`config.mk`:
```
export PLATFORM = sky130hd
export DESIGN_NAME = sram_arbiter
export DESIGN_NICKNAME = d
export VERILOG_FILES = /design/src/rtl/sram_arbiter.sv
export SDC_FILE = /design/constraint.sdc
export NUM_CORES = 1
export LEC_CHECK = 0
export ABC_AREA = 1
export BUFFER_PORTS_ARGS = -buffer_cell sky130_fd_sc_hd__buf_2
export CORE_MARGIN = 10
export CORE_UTILIZATION = 45
export CTS_CLUSTER_DIAMETER = 150
export DETAILED_ROUTE_END_ITERATION = 12
export PLACE_DENSITY = 0.84
export SLEW_MARGIN = 20
export SYNTH_ARGS = -nofsm -noshare
export SYNTH_HDL_FRONTEND = slang
export SYNTH_SLANG_ARGS = --single-unit
```
`constraint.sdc`:
```
create_clock -name CLK -period 2.1 [get_ports CLK]
set_input_delay 0.42 -clock CLK [delete_from_list [all_inputs] [get_ports CLK]]
set_output_delay 0.42 -clock CLK [all_outputs]
set_load 0.02 [all_outputs]
```
`src/rtl/sram_arbiter.sv`:
```
// Two-master round-robin arbiter in front of one single-port SRAM, with optional locked bursts.
// Latency: grant and SRAM drive are combinational; read data returns one cycle after the read beat.
// Backpressure: a master is stalled by holding its GNT low; it keeps REQ/ADDR/WE/WDATA stable until GNT.
module sram_arbiter #(
   parameter int DATAWIDTH  = 32,
   parameter int ADDERWIDTH = 16,
   parameter int MAX_BURST  = 4
) (
   input  logic                      CLK,
   input  logic                      RST,
   input  logic                      M0_REQ,
   input  logic                      M0_LOCK,
   input  logic [ADDERWIDTH-1:0]     M0_ADDR,
   input  logic [DATAWIDTH/8-1:0]    M0_WE,
   input  logic [DATAWIDTH-1:0]      M0_WDATA,
   output logic                      M0_GNT,
   output logic                      M0_RVALID,
   output logic [DATAWIDTH-1:0]      M0_RDATA,
   input  logic                      M1_REQ,
   input  logic                      M1_LOCK,
   input  logic [ADDERWIDTH-1:0]     M1_ADDR,
   input  logic [DATAWIDTH/8-1:0]    M1_WE,
   input  logic [DATAWIDTH-1:0]      M1_WDATA,
   output logic                      M1_GNT,
   output logic                      M1_RVALID,
   output logic [DATAWIDTH-1:0]      M1_RDATA,
   output logic                      S_CS,
   output logic [ADDERWIDTH-1:0]     S_ADDRESS,
   output logic [DATAWIDTH/8-1:0]    S_WE,
   output logic [DATAWIDTH-1:0]      S_WDATA,
   input  logic [DATAWIDTH-1:0]      S_RDATA
);

   localparam int BEW = DATAWIDTH / 8;
   // Stored burst count never exceeds MAX_BURST-1, so this width is enough.
   localparam int BW  = (MAX_BURST > 1) ? $clog2(MAX_BURST) : 1;
   // A locked beat may extend the burst only while count+1 < MAX_BURST, i.e. count < MAX_BURST-1.
   localparam logic [BW-1:0] BCNT_LIM = BW'(MAX_BURST - 1);

   typedef enum logic [1:0] {
      ST_IDLE = 2'd0,
      ST_OWN0 = 2'd1,
      ST_OWN1 = 2'd2
   } state_t;

   state_t                 state_q, state_d;
   logic                   last_q, last_d;
   logic [BW-1:0]          bcnt_q, bcnt_d;
   logic                   m0_rvalid_q, m0_rvalid_d;
   logic                   m1_rvalid_q, m1_rvalid_d;
   logic [DATAWIDTH-1:0]   m0_rdata_q, m0_rdata_d;
   logic [DATAWIDTH-1:0]   m1_rdata_q, m1_rdata_d;

   logic                   gnt0, gnt1;
   logic                   rd0, rd1;
   logic [BW-1:0]          base_cnt;

   // Grant selection: locked owner first, then single requester, then the master not served last.
   always_comb begin
      gnt0 = 1'b0;
      gnt1 = 1'b0;
      if (!RST) begin
         if (state_q == ST_OWN0 && M0_REQ) begin
            gnt0 = 1'b1;
         end else if (state_q == ST_OWN1 && M1_REQ) begin
            gnt1 = 1'b1;
         end else if (M0_REQ && M1_REQ) begin
            // last_q==1 means M1 was served last, so M0 wins the tie.
            if (last_q) begin
               gnt0 = 1'b1;
            end else begin
               gnt1 = 1'b1;
            end
         end else if (M0_REQ) begin
            gnt0 = 1'b1;
         end else if (M1_REQ) begin
            gnt1 = 1'b1;
         end
      end
   end

   // Ownership, last-served pointer and burst count update on each beat.
   always_comb begin
      state_d  = ST_IDLE;
      last_d   = last_q;
      bcnt_d   = '0;
      base_cnt = '0;
      if (gnt0) begin
         last_d = 1'b0;
         // A burst only continues counting if this master already owned the bus.
         base_cnt = (state_q == ST_OWN0) ? bcnt_q : '0;
         if (M0_LOCK && (base_cnt < BCNT_LIM)) begin
            state_d = ST_OWN0;
            bcnt_d  = base_cnt + BW'(1);
         end
      end else if (gnt1) begin
         last_d = 1'b1;
         base_cnt = (state_q == ST_OWN1) ? bcnt_q : '0;
         if (M1_LOCK && (base_cnt < BCNT_LIM)) begin
            state_d = ST_OWN1;
            bcnt_d  = base_cnt + BW'(1);
         end
      end
      // No beat: either idle already or the owner dropped REQ; both release the bus.
   end

   // SRAM drive from the granted master; all zero when nothing is granted.
   always_comb begin
      S_CS      = 1'b0;
      S_ADDRESS = '0;
      S_WE      = '0;
      S_WDATA   = '0;
      if (gnt0) begin
         S_CS      = 1'b1;
         S_ADDRESS = M0_ADDR;
         S_WE      = M0_WE;
         S_WDATA   = M0_WDATA;
      end else if (gnt1) begin
         S_CS      = 1'b1;
         S_ADDRESS = M1_ADDR;
         S_WE      = M1_WE;
         S_WDATA   = M1_WDATA;
      end
   end

   // Read return path: capture SRAM data at the end of a read beat, hold it until the next read.
   always_comb begin
      rd0         = gnt0 && (M0_WE == {BEW{1'b0}});
      rd1         = gnt1 && (M1_WE == {BEW{1'b0}});
      m0_rvalid_d = rd0;
      m1_rvalid_d = rd1;
      m0_rdata_d  = rd0 ? S_RDATA : m0_rdata_q;
      m1_rdata_d  = rd1 ? S_RDATA : m1_rdata_q;
   end

   // State and return-path registers with synchronous reset.
   always_ff @(posedge CLK) begin
      if (RST) begin
         state_q     <= ST_IDLE;
         last_q      <= 1'b1;
         bcnt_q      <= '0;
         m0_rvalid_q <= 1'b0;
         m1_rvalid_q <= 1'b0;
         m0_rdata_q  <= '0;
         m1_rdata_q  <= '0;
      end else begin
         state_q     <= state_d;
         last_q      <= last_d;
         bcnt_q      <= bcnt_d;
         m0_rvalid_q <= m0_rvalid_d;
         m1_rvalid_q <= m1_rvalid_d;
         m0_rdata_q  <= m0_rdata_d;
         m1_rdata_q  <= m1_rdata_d;
      end
   end

   assign M0_GNT    = gnt0;
   assign M1_GNT    = gnt1;
   assign M0_RVALID = m0_rvalid_q;
   assign M1_RVALID = m1_rvalid_q;
   assign M0_RDATA  = m0_rdata_q;
   assign M1_RDATA  = m1_rdata_q;

endmodule

```
==> run metrics <==
status finished with violations; violated checks negative setup slack; Final Wtd Congestion 0.925; Slew HR 0.677; CP required 1.68 ns; post-layout min period 2.14 ns; Critical Path Fanout Max 8; Chip Height 111 µm; VDD IR-drop max 0.000477 V; Root Buffer clkbuf_8; worst-margin pin slew 0.484 ns; #FFs+latches synth 71; Synth top area share 0.378; RR Endpoint M1_RDATA[17]; Main synth FF type dfxtp_1; CP Capture Type primary output; synth cell count leaders 226 x nand2_1, 71 x dfxtp_1, 58 x nand3_1; die area 12400 µm²; compound-gate portion of the synthesized area 0.0503; final setup margin -0.0352 ns; Fin. Hold Viols 0; most frequent cell after synthesis nand2_1; Synth-to-Final Area Change 67.4%; Remaining Overflow, GRT 0; row count 33; EDFF count, synth 0; Post-Syn Area 3760 µm²; largest net degree at the start of global routing 66; LEAKAGE 3.51 nW; DRC viols 0; setup violators final 18; Critical Path Start state_q[1]; IO Count 263; Routed Antenna Nets 0; multiplexer share of the synthesized area 0; sequential area share after synthesis 0.378; crit path to S_ADDRESS[9]; R2R Setup Slk 0.35 ns; drt initial violations 403; hold buffer count at CTS 0; XOR/XNOR Fraction of Synth Area 0; DRT Pass-1 Iters 5; vias in the first global route 4456; first-pass GRT wire length 24.3 mm; worst r2r src state_q[0]; Final Cycle Share 1.02; Final Util 0.770; Horiz. Die Dim 111 µm; Syn. warnings 0; via-per-instance ratio 5.25; R2R cell count 11; Syn Area/Cell 6.52 µm²; clock latency on the worst-skew pair 0.34 ns; DP HPWL 12.0 mm; Synth Area in Simple Gates 0.446; RSZ-0062 raised after global routing yes; Unique masters post-synth 24; Synth area leader dfxtp_1; starting density of the core 0.460; HP Class in2reg; asr flop ratio synth 0; critical path type reg2out; power per cell area 548 nW/µm²; fin nets 982; clk buf depth 2; Worst-path clk slew 0.08 ns; Fin Setup TNS -0.169 ns; Synth Instances 576; largest family of logic cells by synthesized area simple AND/OR/NAND/NOR gates; CTS tree done; CP arrival 1.72 ns; Core Region 8180 µm²; Setup crit start kind flop; wirelength, routed 18.0 mm; drt wl/cell 18.9 µm; number of CTS-inserted buffers 9; Slew Limit Fails 0; ratio of cells with drive above 1 in the final layout 0.509; # clock sinks 71; GRT Util Overall 0.238; initial antenna violation count 2; IO buf count 262; Post-Synthesis Net Count 720; Adder-Cell Fraction of Synth Area 0.00666; H-tree depth 3; Synth area leaders dfxtp_1 38%, nand2_1 23%, nand3_1 7.7%, nand4_1 5.5%, a21oi_1 4.3%; Max Cap Violations 0; Vias 4986; final setup skew 0.00799 ns; Achievable Freq 468 MHz
==> how the worst min path moves through the flow <==
stage                       from           end  slack (ns)  cells after the start
floorplan                 last_q        last_q        0.49                      2
global placement    M0_RDATA[21]  M0_RDATA[21]        0.45                      2
detailed placement  M0_RDATA[21]  M0_RDATA[21]        0.45                      2
CTS                      M1_LOCK    state_q[1]        0.31                      3
global route         S_RDATA[12]  M0_RDATA[12]        0.33                      3
finish                   M1_LOCK    state_q[1]        0.33                      3
==> layout make-up <==
cell class / count / area [µm²]
Tap cell: 105 / 131
Multi-Input combinational cell: 415 / 2200
Clock buffer: 9 / 124
Timing Repair Buffer: 295 / 2160
Fill cell: 627 / 1880
Sequential cell: 71 / 1420
Antenna cell: 2 / 5.00
Clock inverter: 7 / 56.3
Inverter: 46 / 185
==> metal layers <==
layer | track usage | vias up | routed length, µm
li1 | - | 2364 | -
met1 | 0.280 | 2324 | 6950
met2 | 0.416 | 257 | 9210
met3 | 0.0612 | 41 | 1300
met4 | 0.0668 | 0 | 524
met5 | 0 | - | 0
==> flip-flops by register name, summed over array words and instances (netlist names) <==
name       cells
M1_RVALID      1
M1_RDATA      32
M0_RDATA      32
last_q         1
bcnt_q         2
state_q        2
M0_RVALID      1
==> kinds of logic (layout without fill, tap and decap cells) <==
logic type	count (synthesis)	count (layout)
other	0	2
buffers and inverters	90	357
DFF	71	71
adders and majority gates	2	2
AOI/OAI and AO/OA	37	37
and+or+nand+nor	376	376
==> cells in the final DEF, fill, tap and decap left out, types with 2 or more instances in the layout <==
master,Yosys,final
dfxtp_2,0,2
clkbuf_8,0,9
clkbuf_16,0,7
dfxtp_1,71,69
inv_2,4,4
nand2_1,226,135
buf_16,0,3
buf_12,0,6
nand4_1,33,33
buf_4,12,18
nand3_2,10,10
nand3_1,58,58
nor2_1,38,38
inv_6,0,2
nand2_2,5,80
inv_1,42,41
buf_2,14,211
a21oi_1,32,32
diode_2,0,2
ha_1,2,2
buf_6,6,47
buf_8,0,2
clkinv_4,0,3
o21ai_0,4,2
nand2_4,0,16
o21ai_1,0,2
==> where the power goes <==
| group | total [W] | internal, W | switching [W] |
|---|---|---|---|
| clock | 0.000982 | 0.000440 | 0.000542 |
| combinational | 0.00109 | 0.000481 | 0.000604 |
| sequential | 0.00138 | 0.00137 | 0.0000123 |
==> worst max-delay path: stages, from the launching register on <==
cell       delay, ns
dfxtp_2         0.37
inv_2           0.05
nand2_2         0.08
nand2_2         0.05
nand2_2         0.07
nand2_2         0.07
nand2_4         0.11
clkinv_8        0.11
clkbuf_16       0.19
nand2_2         0.08
nand2_2         0.07
buf_6           0.13
==> metrics by stage <==
| stage | instance area [µm²] | total power [W] | setup slack (ns) | instances | hold WS (ns) |
|---|---|---|---|---|---|
| floorplan | 3760 | 0.00183 | 0.380 | 576 | 0.492 |
| global placement | 5070 | 0.00213 | 0.149 | 909 | 0.449 |
| detailed placement | 5070 | 0.00214 | 0.143 | 909 | 0.452 |
| CTS | 5550 | 0.00322 | -0.0253 | 931 | 0.314 |
| global route | 6290 | 0.00359 | -0.0890 | 950 | 0.329 |
| finish | 6290 | 0.00345 | -0.0352 | 950 | 0.328 |
==> timing repair <==
item                                    4_1_cts  5_1_grt
gates resized for setup                      65      157
endpoints found under the setup margin       53       54
cloned                                        4        9
pin swaps                                     2       29
buffers inserted                              2        9
Note: power is estimated with default switching activity, not from simulation.
